==> src/rtl/mem_arbiter_if.sv <==
// Bundle of the fetch port, the load/store port and the RAM port that
// mem_arbiter sits between. The slave modport is the arbiter's view; the
// master modport is the core + RAM side.
interface mem_arbiter_if;
   logic        i_req;
   logic [31:0] i_addr;
   logic        i_gnt;
   logic        i_rvalid;
   logic [31:0] i_rdata;

   logic        d_req;
   logic        d_we;
   logic [31:0] d_addr;
   logic [31:0] d_wdata;
   logic        d_gnt;
   logic        d_rvalid;
   logic [31:0] d_rdata;

   logic        mem_we;
   logic [31:0] mem_a;
   logic [31:0] mem_wd;
   logic [31:0] mem_rd;

   modport slave (
      input  i_req, i_addr, d_req, d_we, d_addr, d_wdata, mem_rd,
      output i_gnt, i_rvalid, i_rdata, d_gnt, d_rvalid, d_rdata,
             mem_we, mem_a, mem_wd
   );

   modport master (
      output i_req, i_addr, d_req, d_we, d_addr, d_wdata, mem_rd,
      input  i_gnt, i_rvalid, i_rdata, d_gnt, d_rvalid, d_rdata,
             mem_we, mem_a, mem_wd
   );
endinterface

==> src/rtl/mem_arbiter.sv <==
// Shares one single-ported 32-bit RAM between the instruction fetch (I) and
// load/store (D) requesters. One transaction at a time:
//
//   state  | meaning
//   -------+-----------------------------------------------------------
//   IDLE   | waiting for a request; grant is combinational from req
//   ACCESS | latched address/data on the RAM; wait counter runs down,
//          | write strobe and read capture happen on its last cycle
//   RESP   | owner's rvalid pulses for this single cycle
//
// Response data lives in one register per owner so a fetch result is not
// disturbed by an intervening load/store and vice versa.
module mem_arbiter #(
   parameter int unsigned WAIT_CYCLES = 0,
   parameter bit          RR_ENABLE   = 1'b1
) (
   input  logic         clk,
   input  logic         reset_n,
   mem_arbiter_if.slave bus
);

   typedef enum logic [1:0] {
      IDLE   = 2'd0,
      ACCESS = 2'd1,
      RESP   = 2'd2
   } state_t;

   localparam logic       OWN_I     = 1'b0;
   localparam logic       OWN_D     = 1'b1;
   localparam logic [3:0] WAIT_INIT = 4'(WAIT_CYCLES);

   state_t      state_q, state_d;
   logic [3:0]  cnt_q, cnt_d;
   logic [31:0] addr_q, addr_d;
   logic [31:0] wdata_q, wdata_d;
   logic        we_q, we_d;
   logic        owner_q, owner_d;
   logic        last_owner_q, last_owner_d;
   logic [31:0] i_rdata_q, i_rdata_d;
   logic [31:0] d_rdata_q, d_rdata_d;
   logic        i_rvalid_q, i_rvalid_d;
   logic        d_rvalid_q, d_rvalid_d;
   logic        mem_we_q, mem_we_d;
   logic        grant_i, grant_d;

   // Arbitration and next-state computation. mem_we is precomputed one cycle
   // ahead so it is a flop output that is high exactly on the final ACCESS cycle.
   always_comb begin
      state_d      = state_q;
      cnt_d        = cnt_q;
      addr_d       = addr_q;
      wdata_d      = wdata_q;
      we_d         = we_q;
      owner_d      = owner_q;
      last_owner_d = last_owner_q;
      i_rdata_d    = i_rdata_q;
      d_rdata_d    = d_rdata_q;
      i_rvalid_d   = 1'b0;
      d_rvalid_d   = 1'b0;
      mem_we_d     = 1'b0;
      grant_i      = 1'b0;
      grant_d      = 1'b0;

      case (state_q)
         IDLE: begin
            if (bus.i_req && bus.d_req) begin
               // Round-robin hands the conflict to whoever did not go last.
               if (RR_ENABLE && (last_owner_q == OWN_D)) grant_i = 1'b1;
               else                                      grant_d = 1'b1;
            end else if (bus.i_req) begin
               grant_i = 1'b1;
            end else if (bus.d_req) begin
               grant_d = 1'b1;
            end

            if (grant_i) begin
               addr_d       = bus.i_addr;
               wdata_d      = '0;
               we_d         = 1'b0;
               owner_d      = OWN_I;
               last_owner_d = OWN_I;
               cnt_d        = WAIT_INIT;
               state_d      = ACCESS;
            end else if (grant_d) begin
               addr_d       = bus.d_addr;
               wdata_d      = bus.d_wdata;
               we_d         = bus.d_we;
               owner_d      = OWN_D;
               last_owner_d = OWN_D;
               cnt_d        = WAIT_INIT;
               state_d      = ACCESS;
               mem_we_d     = (WAIT_INIT == 4'd0) && bus.d_we;
            end
         end

         ACCESS: begin
            if (cnt_q != 4'd0) begin
               cnt_d    = cnt_q - 4'd1;
               mem_we_d = (cnt_q == 4'd1) && we_q;
            end else begin
               // Read data is captured on the same edge the write lands, so a
               // store returns the word it replaced.
               if (owner_q == OWN_D) begin
                  d_rdata_d  = bus.mem_rd;
                  d_rvalid_d = 1'b1;
               end else begin
                  i_rdata_d  = bus.mem_rd;
                  i_rvalid_d = 1'b1;
               end
               state_d = RESP;
            end
         end

         RESP: begin
            state_d = IDLE;
         end

         default: begin
            state_d = IDLE;
         end
      endcase
   end

   // All arbiter state; reset leaves last_owner at D so I wins the first tie.
   always_ff @(posedge clk or negedge reset_n) begin
      if (!reset_n) begin
         state_q      <= IDLE;
         cnt_q        <= 4'd0;
         addr_q       <= '0;
         wdata_q      <= '0;
         we_q         <= 1'b0;
         owner_q      <= OWN_I;
         last_owner_q <= OWN_D;
         i_rdata_q    <= '0;
         d_rdata_q    <= '0;
         i_rvalid_q   <= 1'b0;
         d_rvalid_q   <= 1'b0;
         mem_we_q     <= 1'b0;
      end else begin
         state_q      <= state_d;
         cnt_q        <= cnt_d;
         addr_q       <= addr_d;
         wdata_q      <= wdata_d;
         we_q         <= we_d;
         owner_q      <= owner_d;
         last_owner_q <= last_owner_d;
         i_rdata_q    <= i_rdata_d;
         d_rdata_q    <= d_rdata_d;
         i_rvalid_q   <= i_rvalid_d;
         d_rvalid_q   <= d_rvalid_d;
         mem_we_q     <= mem_we_d;
      end
   end

   // Grants are the only combinational outputs; held low while in reset.
   assign bus.i_gnt    = grant_i & reset_n;
   assign bus.d_gnt    = grant_d & reset_n;
   assign bus.i_rvalid = i_rvalid_q;
   assign bus.i_rdata  = i_rdata_q;
   assign bus.d_rvalid = d_rvalid_q;
   assign bus.d_rdata  = d_rdata_q;
   assign bus.mem_we   = mem_we_q;
   assign bus.mem_a    = addr_q;
   assign bus.mem_wd   = wdata_q;

endmodule

==> src/flat_wrapper.sv <==
// flat-port wrapper written by rule: the top's interface ports become plain ports
module mem_arbiter_flat 
#(
   parameter int unsigned WAIT_CYCLES = 0,
   parameter bit          RR_ENABLE   = 1'b1
)
  (clk, reset_n, bus_i_req, bus_i_addr, bus_d_req, bus_d_we, bus_d_addr, bus_d_wdata, bus_mem_rd, bus_i_gnt, bus_i_rvalid, bus_i_rdata, bus_d_gnt, bus_d_rvalid, bus_d_rdata, bus_mem_we, bus_mem_a, bus_mem_wd);
  mem_arbiter_if bus_i ();
  input  logic clk;
  input  logic reset_n;
  input wire logic [$bits(bus_i.i_req)-1:0] bus_i_req;
  input wire logic [$bits(bus_i.i_addr)-1:0] bus_i_addr;
  input wire logic [$bits(bus_i.d_req)-1:0] bus_d_req;
  input wire logic [$bits(bus_i.d_we)-1:0] bus_d_we;
  input wire logic [$bits(bus_i.d_addr)-1:0] bus_d_addr;
  input wire logic [$bits(bus_i.d_wdata)-1:0] bus_d_wdata;
  input wire logic [$bits(bus_i.mem_rd)-1:0] bus_mem_rd;
  output wire logic [$bits(bus_i.i_gnt)-1:0] bus_i_gnt;
  output wire logic [$bits(bus_i.i_rvalid)-1:0] bus_i_rvalid;
  output wire logic [$bits(bus_i.i_rdata)-1:0] bus_i_rdata;
  output wire logic [$bits(bus_i.d_gnt)-1:0] bus_d_gnt;
  output wire logic [$bits(bus_i.d_rvalid)-1:0] bus_d_rvalid;
  output wire logic [$bits(bus_i.d_rdata)-1:0] bus_d_rdata;
  output wire logic [$bits(bus_i.mem_we)-1:0] bus_mem_we;
  output wire logic [$bits(bus_i.mem_a)-1:0] bus_mem_a;
  output wire logic [$bits(bus_i.mem_wd)-1:0] bus_mem_wd;
  assign bus_i.i_req = bus_i_req;
  assign bus_i.i_addr = bus_i_addr;
  assign bus_i.d_req = bus_d_req;
  assign bus_i.d_we = bus_d_we;
  assign bus_i.d_addr = bus_d_addr;
  assign bus_i.d_wdata = bus_d_wdata;
  assign bus_i.mem_rd = bus_mem_rd;
  assign bus_i_gnt = bus_i.i_gnt;
  assign bus_i_rvalid = bus_i.i_rvalid;
  assign bus_i_rdata = bus_i.i_rdata;
  assign bus_d_gnt = bus_i.d_gnt;
  assign bus_d_rvalid = bus_i.d_rvalid;
  assign bus_d_rdata = bus_i.d_rdata;
  assign bus_mem_we = bus_i.mem_we;
  assign bus_mem_a = bus_i.mem_a;
  assign bus_mem_wd = bus_i.mem_wd;
  mem_arbiter #(.WAIT_CYCLES(WAIT_CYCLES), .RR_ENABLE(RR_ENABLE)) u_core (.clk(clk), .reset_n(reset_n), .bus(bus_i));
endmodule
==> config.mk <==
export PLATFORM = sky130hd
export DESIGN_NAME = mem_arbiter_flat
export DESIGN_NICKNAME = d
export VERILOG_FILES = /design/src/rtl/mem_arbiter_if.sv /design/src/rtl/mem_arbiter.sv /design/src/flat_wrapper.sv
export SDC_FILE = /design/constraint.sdc
export NUM_CORES = 1
export LEC_CHECK = 0
export ABC_AREA = 1
export CORE_MARGIN = 2
export CORE_UTILIZATION = 42
export DETAILED_ROUTE_END_ITERATION = 7
export PLACE_DENSITY = 0.81
export SLEW_MARGIN = 25
export SYNTH_ARGS = -nofsm -noshare
export SYNTH_HDL_FRONTEND = slang
export SYNTH_SLANG_ARGS = --single-unit
==> constraint.sdc <==
create_clock -name clk -period 2.1 [get_ports clk]
set_input_delay 0.42 -clock clk [delete_from_list [all_inputs] [get_ports clk]]
set_output_delay 0.42 -clock clk [all_outputs]
set_load 0.01 [all_outputs]
Yosys cells after proc, flatten, opt, wreduce, memory -nomap -nowiden
Cells that the tools add are included.
{"block": "classes", "n_eq_ne": 5, "addsub": 1, "n_bitwise": 4, "mux": 37, "n_reduce_logical": 11}
{"op": "$mux W32", "count": 4}
{"op": "$mux W1", "count": 24}
{"op": "$mux W4", "count": 3}
{"op": "$reduce_and A3 Y1", "count": 3}
{"op": "$pmux W4 S2", "count": 1}
{"op": "$mux W2", "count": 3}
{"op": "$eq A4 B1 Y1 const B", "count": 1}
{"op": "$pmux W2 S2", "count": 1}
{"op": "$reduce_and A2 Y1", "count": 2}
{"op": "$reduce_bool A2 Y1", "count": 2}
{"op": "$reduce_bool A4 Y1", "count": 1}
{"op": "$sub A4 B1 Y4 const B", "count": 1}
{"op": "$ne A3 B1 Y1 const B", "count": 1}
{"op": "$and A1 B1 Y1", "count": 2}
{"op": "$eq A2 B1 Y1 const B", "count": 1}
{"op": "$logic_and A1 B1 Y1", "count": 2}
{"op": "$logic_not A2 Y1", "count": 1}
{"op": "$ne A2 B1 Y1 const B", "count": 1}
{"op": "$ne A2 B2 Y1 const B", "count": 1}
{"op": "$not A1 Y1", "count": 2}
{"op": "$pmux W1 S2", "count": 1}
{"block": "totals", "out_inout_bits": 133, "in_bits": 133, "elab_cells": 70, "regBits": 140}

Logic depth before layout (Yosys ltp)
Gate-level depths: netlist of the first run.
{"block": "logic_depth", "ltp_word": 7, "ltp_mapped": 9, "ltp_nobuf": 7}

Worst setup path after synthesis of the first run
No wires, ideal clock.
{"block": "synth_timing", "path_kind": "reg-to-output", "startpoint": "reg u_core.last_owner_q", "endpoint": "out bus_i_gnt", "required_time_ns": 1.680, "arrival_ns": 1.300, "path_stages_with_launch": 6, "slack_ns": 0.380, "path_buffers": 1, "cell_sequence": "dfstp_2 -> nand2_1 -> nand2_1 -> inv_1 -> clkbuf_1 -> nor4_1"}
{"block": "synth_between", "elab_chain_len": 5}
{"item": "from (decl)", "line": "mem_arbiter.sv:38", "rtl": "logic last_owner_q, last_owner_d;"}
{"item": "from (signal assigned)", "line": "mem_arbiter.sv:146", "rtl": "last_owner_q <= last_owner_d;"}
{"item": "$mux W1", "line": "mem_arbiter.sv:68", "rtl": "if (RR_ENABLE && (last_owner_q == OWN_D)) grant_i = 1'b1;"}
{"item": "$mux W1", "line": "mem_arbiter.sv:66", "rtl": "if (bus.i_req && bus.d_req) begin"}
{"item": "$mux W1 (2 in series)", "line": "mem_arbiter.sv:64", "rtl": "case (state_q)"}
{"item": "$and A1 B1 Y1", "line": "mem_arbiter.sv:156", "rtl": "assign bus.i_gnt = grant_i & reset_n;"}
{"item": "to (decl)", "line": "flat_wrapper.sv:18", "rtl": "output wire logic [$bits(bus_i.i_gnt)-1:0] bus_i_gnt;"}
No other way between the ends. The select of a mux whose other input is x is not followed.

Worst setup path in the final report of the first run
Ends and elaborated chain as after synthesis.

==> results of run 1 <==
[where the power goes]
group / total (mW) / switching (mW) / internal (mW)
Clock: 3.05 / 1.16 / 1.90
Sequential: 4.77 / 0.722 / 4.05
Combinational: 6.78 / 3.37 / 3.41
Total: 14.6 / 5.25 / 9.36
[layout make-up]
type / instances / area share (%)
Clock buffer: 18 / 4.76
Multi-Input combinational cell: 394 / 21.0
Sequential cell: 140 / 38.0
Clock inverter: 14 / 1.82
Timing Repair Buffer: 277 / 30.1
Inverter: 45 / 1.83
Tap cell: 180 / 2.44
[worst max-delay path by stage]
stage / slack (ps) / from / cells past startpoint / to
3_3_place_gp: -170 / bus_i_req / 6 / bus_i_gnt
3_5_place_dp: -240 / bus_i_req / 6 / bus_i_gnt
5_1_grt: 10 / u_core.last_owner_q$_DFFE_PN1P_ / 5 / bus_i_gnt
6_report: 80 / u_core.last_owner_q$_DFFE_PN1P_ / 5 / bus_i_gnt
4_1_cts: 40 / u_core.last_owner_q$_DFFE_PN1P_ / 5 / bus_i_gnt
2_1_floorplan: 380 / u_core.last_owner_q$_DFFE_PN1P_ / 5 / bus_i_gnt
[state kept, by name, summed over array words and instances, names as in the netlist]
name / flops
u_core.bus.mem_a: 32
u_core.bus.d_rvalid: 1
u_core.bus.mem_wd: 32
u_core.owner_q: 1
u_core.cnt_q: 4
u_core.bus.mem_we: 1
u_core.bus.i_rdata: 32
u_core.last_owner_q: 1
u_core.we_q: 1
u_core.bus.i_rvalid: 1
u_core.state_q: 2
u_core.bus.d_rdata: 32
[worst register-to-register path, delay by kind of cell (launching register included)]
kind,cells,cell delay [ps]
AO/OA/AOI/OAI,3,350
AND/OR/NAND/NOR,1,70
flip-flops,1,430
buffers and inverters,2,780
[cell families after synthesis]
group / synth area share, %
buffers and inverters: 7.30
flip-flops: 59.8
adder cells (fa/ha/maj): 0.640
XOR/XNOR: 0.149
AO/OA/AOI/OAI: 14.6
AND/OR/NAND/NOR: 17.6
[stage by stage]
stage | power (mW) | setup TNS, ps | std cells
final | 14.6 | 0 | 1068
after global routing | 15.6 | 0 | 1068
after CTS | 14.8 | 0 | 1068
after detailed placement | 11.6 | -6160 | 1036
after global placement | 11.5 | -5010 | 1036
after floorplan | 8.18 | 0 | 617
[placed cells by master (no fill, tap or decap)]
cell and instances:
buf_4 9, nor2_4 2, o21ai_1 19, clkdlybuf4s50_1 262, nand4_1 1, buf_12 3
nand2_1 173, ha_1 3, nor2_2 2, dfrtp_1 139, clkinvlp_4 3, dlygate4sd1_1 1
clkbuf_8 1, xor2_1 1, o22ai_1 1, o21ai_4 1, nand2_2 2, inv_2 4
clkinv_4 2, clkbuf_16 17, nand3_1 36, clkinv_2 4, o21ai_2 46, o21ai_0 4
dlygate4sd2_1 1, nor2_1 38, buf_6 1, bufinv_16 3, nor4_1 1, dfstp_2 1
inv_1 41, a21oi_1 64, inv_6 2
[metal layers]
| metal | wire [µm] | up-vias | GRT usage [%] | part of all wire (%) |
|---|---|---|---|---|
| met3 | 1350 | 31 | 6.98 | 8.4 |
| met5 | 0 | - | 0 | 0 |
| li1 | - | 2506 | - | - |
| met2 | 7670 | 210 | 35.1 | 48 |
| met4 | 411 | 0 | 9.20 | 2.6 |
| met1 | 6530 | 2362 | 26.1 | 41 |
==> results.py, run 1 <==
metrics = {
    "place": {
        "place_worst_setup_slack_ps": -240,
        "postPlaceCellArea_um2": 8620,
        "hpwl_mm": 10.9,
        "place_congestion": 0.806,
        "io_buffers": 265,
    },
    "yosys": {
        "synth_common_cells": "173 x nand2_1, 139 x dfrtp_1, 64 x a21oi_1, 47 x o21ai_2, 42 x inv_1",
        "synth-main-ff-cell": "dfrtp_1",
        "synthTopCellsByArea": "dfrtp_1 59%, nand2_1 11%, o21ai_2 7.0%",
        "synthesis.area_um2": 5860,
        "synth_fp_nets": 753,
        "ys_types": 24,
        "synth_top_area_share_pct": 59.3,
        "synth-edff-count": 0,
        "synth_top_cell_by_area": "dfrtp_1",
        "synth-warning-count": 0,
        "yosys.cell_count.top_type": "nand2_1",
        "ys_seq_elements": 140,
        "synth_area_per_cell_um2": 9.50,
        "synthCells": 617,
        "synthArstFlopShare_pct": 100,
        "yosysSeqAreaShare_pct": 59.8,
    },
    "final_layout": {
        "n_antenna_cell": 0,
        "multi_input_area_um2": 1940,
        "final_area_um2": 9220,
        "layout.nets": 1011,
        "drive_above_1_share_pct": 11.6,
        "area_growth_pct": 57.4,
        "ff_latch_area_um2": 3500,
        "fin_util_pct": 67.0,
        "fillers": 1103,
    },
    "route": {
        "first_pass_iters": 4,
        "drc_errors": 0,
        "first_iter_violations": 356,
        "viasPerCell": 4.78,
        "routed_wl_mm": 16.0,
        "avgRoutedWirePerCell_um": 14.9,
        "dr_total_vias": 5109,
        "ant_nets": 0,
    },
    "power_and_ir_drop": {
        "ir_worst_vdd_mv": 0.839,
        "leakagePower_nw": 4.30,
        "cellPowerDensity_nw_per_um2": 1580,
    },
    "die": {
        "dieWidth_um": 122,
        "num_io_pins": 266,
        "die_h_um": 122,
        "die_area_um2": 14900,
        "start_util_pct": 42.6,
        "rows": 43,
        "core_um2": 13800,
    },
    "clock_network": {
        "cts_resized": 3,
        "cts_max_path_buffers": 2,
        "cts_buffers": 17,
        "insertion_delay_ps": 410,
        "path_clk_slew_ps": 60,
        "cts_sinks": 140,
        "cts.htree.levels": 4,
        "cts_tree": "built",
        "cts-root-buf": "clkbuf_16",
        "post-cts-setup-buffer-count": 0,
        "cts_hold_buf": 0,
    },
    "timing": {
        "relSlewSlack_pct": 50.4,
        "period_needed_ps": 2020,
        "clock_skew_ps": 5.91,
        "rsz0062_at_grt": "false",
        "setup_ws_ps": 80.6,
        "hold_violations": 0,
        "slew_viol_final": 0,
        "setup_violations": 0,
        "worst_pin_slew_ps": 743,
        "clock.fmax_mhz": 495,
        "whs_ps": 137,
        "finalCritPeriodShare_pct": 96.2,
    },
    "worst_setup_path": {
        "cp_cell_sequence": "nand2_1 -> nand2_1 -> inv_2 -> nor4_1 -> dlygate4sd1_1",
        "regToRegStartpoint": "u_core.state_q[1]$_DFFE_PN0P_",
        "path_max_fanout": 3,
        "rr_worst_depth": 6,
        "cp.required_ps": 1680,
        "cp_slowest_cell": "dfstp_2",
        "start_kind": "register",
        "arrival_ps": 1600,
        "reg2reg_slack_ps": 390,
        "crit_type": "register to primary output",
        "path_buf_inv": 2,
        "crit_top_cell": "nand2_1",
        "r2r_end": "u_core.bus.mem_a[26]$_DFFE_PN0P_",
        "end_kind": "primary output",
        "cp_top_family": "flip-flops",
        "critPathMaxStageDelay_ps": 530,
    },
    "outcome": {
        "outcome": "complete, no violations",
    },
    "global_route": {
        "grt.total_usage_pct": 21.5,
        "grt_max_degree": 141,
        "grt_overflow": 0,
        "grt_pass1_vias": 4962,
        "antenna_found_initial": 0,
        "grt_pass1_wl_mm": 24.9,
    },
    "worst_hold_path": {
        "hold_path_class": "input port to async pin",
    },
    "job": {
        "drv_cap": 0,
    },
}
Note: power is estimated with default switching activity, not from simulation.
==> inputs of run 2 (changes only) <==
--- a/config.mk
+++ b/config.mk
@@ -7,9 +7,9 @@
 export LEC_CHECK = 0
 export ABC_AREA = 1
 export CORE_MARGIN = 2
-export CORE_UTILIZATION = 42
+export CORE_UTILIZATION = 46
 export DETAILED_ROUTE_END_ITERATION = 7
-export PLACE_DENSITY = 0.81
+export DONT_BUFFER_PORTS = 1
 export SLEW_MARGIN = 25
 export SYNTH_ARGS = -nofsm -noshare
 export SYNTH_HDL_FRONTEND = slang
==> run 2 against run 1 <==
Compared with the run above:
- the flow now finishes with violations (hold timing)
- first-iteration DRC count down 25%
- final cell count decreased by 26%
- clock skew grew 3.8 ps
- worst setup slack gained 66 ps
- critical path depth unchanged
- die area fell by 8.4%
- combinational power shrank 52%
- non-clock buffer count is 267 lower
- critical path type unchanged
- highest routed layer unchanged
==> results.py, run 2 (same netlist as run 1, synthesis figures left out) <==
metrics = {
    "worst_setup_path": {
        "arrival_ps": 1530,
        "cp_slowest_cell": "dfrtp_1",
        "cp.required_ps": 1680,
        "path_max_fanout": 5,
        "crit_type": "register to primary output",
        "cp_cell_sequence": "nor2_1 -> o21ai_4 -> inv_2 -> nand2_1 -> nor2_2",
        "end_kind": "primary output",
        "critPathMaxStageDelay_ps": 420,
        "start_kind": "register",
        "rr_worst_depth": 8,
    },
    "timing": {
        "period_needed_ps": 1950,
        "setup_tns_ps": 0,
        "hold_violations": 140,
        "setup_ws_ps": 147,
        "clock.fmax_mhz": 512,
        "setup_violations": 0,
        "clock_skew_ps": 9.67,
        "slew_viol_final": 0,
        "finalCritPeriodShare_pct": 93.0,
        "worst_pin_slew_ps": 646,
        "relSlewSlack_pct": 56.9,
        "rsz0062_at_grt": "false",
        "whs_ps": -297,
    },
    "global_route": {
        "antenna_found_initial": 0,
        "grt_busiest_layer": "met2",
        "grt_max_degree": 142,
        "grt_pass1_wl_mm": 20.0,
        "grtUsageMet3_pct": 8.50,
        "grtUsageMet1_pct": 23.1,
        "grt_pass1_vias": 3963,
        "use_met2_pct": 29.3,
        "grt.total_usage_pct": 19.2,
        "grt_overflow": 0,
    },
    "outcome": {
        "violations": "hold timing",
        "outcome": "complete, but fails checks",
    },
    "route": {
        "first_iter_violations": 268,
        "ant_nets": 0,
        "viasPerCell": 5.26,
        "first_pass_iters": 4,
        "dr_total_vias": 4174,
        "drc_errors": 0,
        "avgRoutedWirePerCell_um": 16.6,
        "routed_wl_mm": 13.2,
    },
    "place": {
        "place_congestion": 0.785,
        "io_buffers": 0,
        "hpwl_mm": 9.08,
        "place_worst_setup_slack_ps": 389,
    },
    "die": {
        "start_util_pct": 46.8,
        "num_io_pins": 266,
        "core_um2": 12500,
        "rows": 41,
        "die_h_um": 117,
        "dieWidth_um": 117,
        "die_area_um2": 13700,
    },
    "final_layout": {
        "drive_above_1_share_pct": 15.0,
        "layout_commonest_cell": "nand2_1",
        "fillers": 1174,
        "n_antenna_cell": 0,
        "layout.nets": 744,
        "final_cell_mix": "173 x nand2_1, 139 x dfrtp_1, 64 x a21oi_1, 46 x o21ai_2, 41 x inv_1",
        "area_growth_pct": 10.6,
    },
    "clock_network": {
        "cts_tree": "built",
        "cts_buffers": 17,
        "post-cts-setup-buffer-count": 0,
        "cts-root-buf": "clkbuf_16",
        "insertion_delay_ps": 410,
        "path_clk_slew_ps": 60,
        "cts.htree.levels": 4,
        "cts_sinks": 140,
        "cts_max_path_buffers": 2,
    },
    "power_and_ir_drop": {
        "leakagePower_nw": 3.23,
        "p_total_mw": 11.7,
        "ir_worst_vdd_mv": 0.873,
        "cellPowerDensity_nw_per_um2": 1800,
    },
    "job": {
        "drv_cap": 0,
    },
    "worst_hold_path": {
        "hold_path_class": "input port to async pin",
    },
}
[run 2: area by class of cell]
cell class | instances | area, µm² | share of cell area (%)
clock buffers | 31 | 548 | 8.46
well taps | 172 | 215 | 3.32
repair buffers | 10 | 100 | 1.54
multi-input cells | 394 | 1940 | 29.9
inverters | 45 | 169 | 2.61
clock inverters | 1 | 5.00 | 0.0772
flip-flops and latches | 140 | 3500 | 54.1
[run 2: worst paths after layout]
check | from | to | slack [ps]
worst max-delay path | u_core.state_q[1]$_DFFE_PN0P_ | bus_d_gnt | 150
worst min-delay path | reset_n | u_core.bus.d_rdata[18]$_DFFE_PN0P_ | -300
worst max register to register | u_core.cnt_q[0]$_DFFE_PN0P_ | u_core.bus.i_rdata[3]$_DFFE_PN0P_ | 380
worst min register to register | u_core.last_owner_q$_DFFE_PN1P_ | u_core.last_owner_q$_DFFE_PN1P_ | 470
max in group asynchronous | reset_n | u_core.last_owner_q$_DFFE_PN1P_ | 2180
min in group clk | bus_d_wdata[12] | u_core.bus.mem_wd[12]$_DFFE_PN0P_ | 140
[run 2: what timing repair did]
action / in CTS / in global routing
gates resized for setup: 0 / 1
endpoints found under the setup margin: 0 / 1
endpoints found under the hold margin: 140 / 140
[run 2: power by group]
part / total, mW / switching, mW / internal (mW)
Sequential: 5.65 / 1.60 / 4.05
Clock: 2.75 / 1.01 / 1.73
Combinational: 3.26 / 2.06 / 1.20
[run 2: stage by stage]
stage | utilization [%] | cells | area (µm²)
2_1_floorplan | - | 617 | 5860
3_5_place_dp | 47.3 | 761 | 5930
3_3_place_gp | 47.3 | 761 | 5930
6_report | 51.8 | 793 | 6480
5_1_grt | 51.8 | 793 | 6480
4_1_cts | 51.8 | 793 | 6480
[run 2: worst max-delay path, delay by kind of cell, from the launching register on]
kind | cells | cell delay (ps)
AND/OR/NAND/NOR | 3 | 520
flip-flops | 1 | 420
AO/OA/AOI/OAI | 1 | 90
buffers and inverters | 1 | 80
[run 2: layer usage]
metal  up-vias  part of all wire (%)
li1       1967                     -
met5         -                     0
met1      1955                    38
met3        28                    12
met4         0                   2.6
met2       224                    48
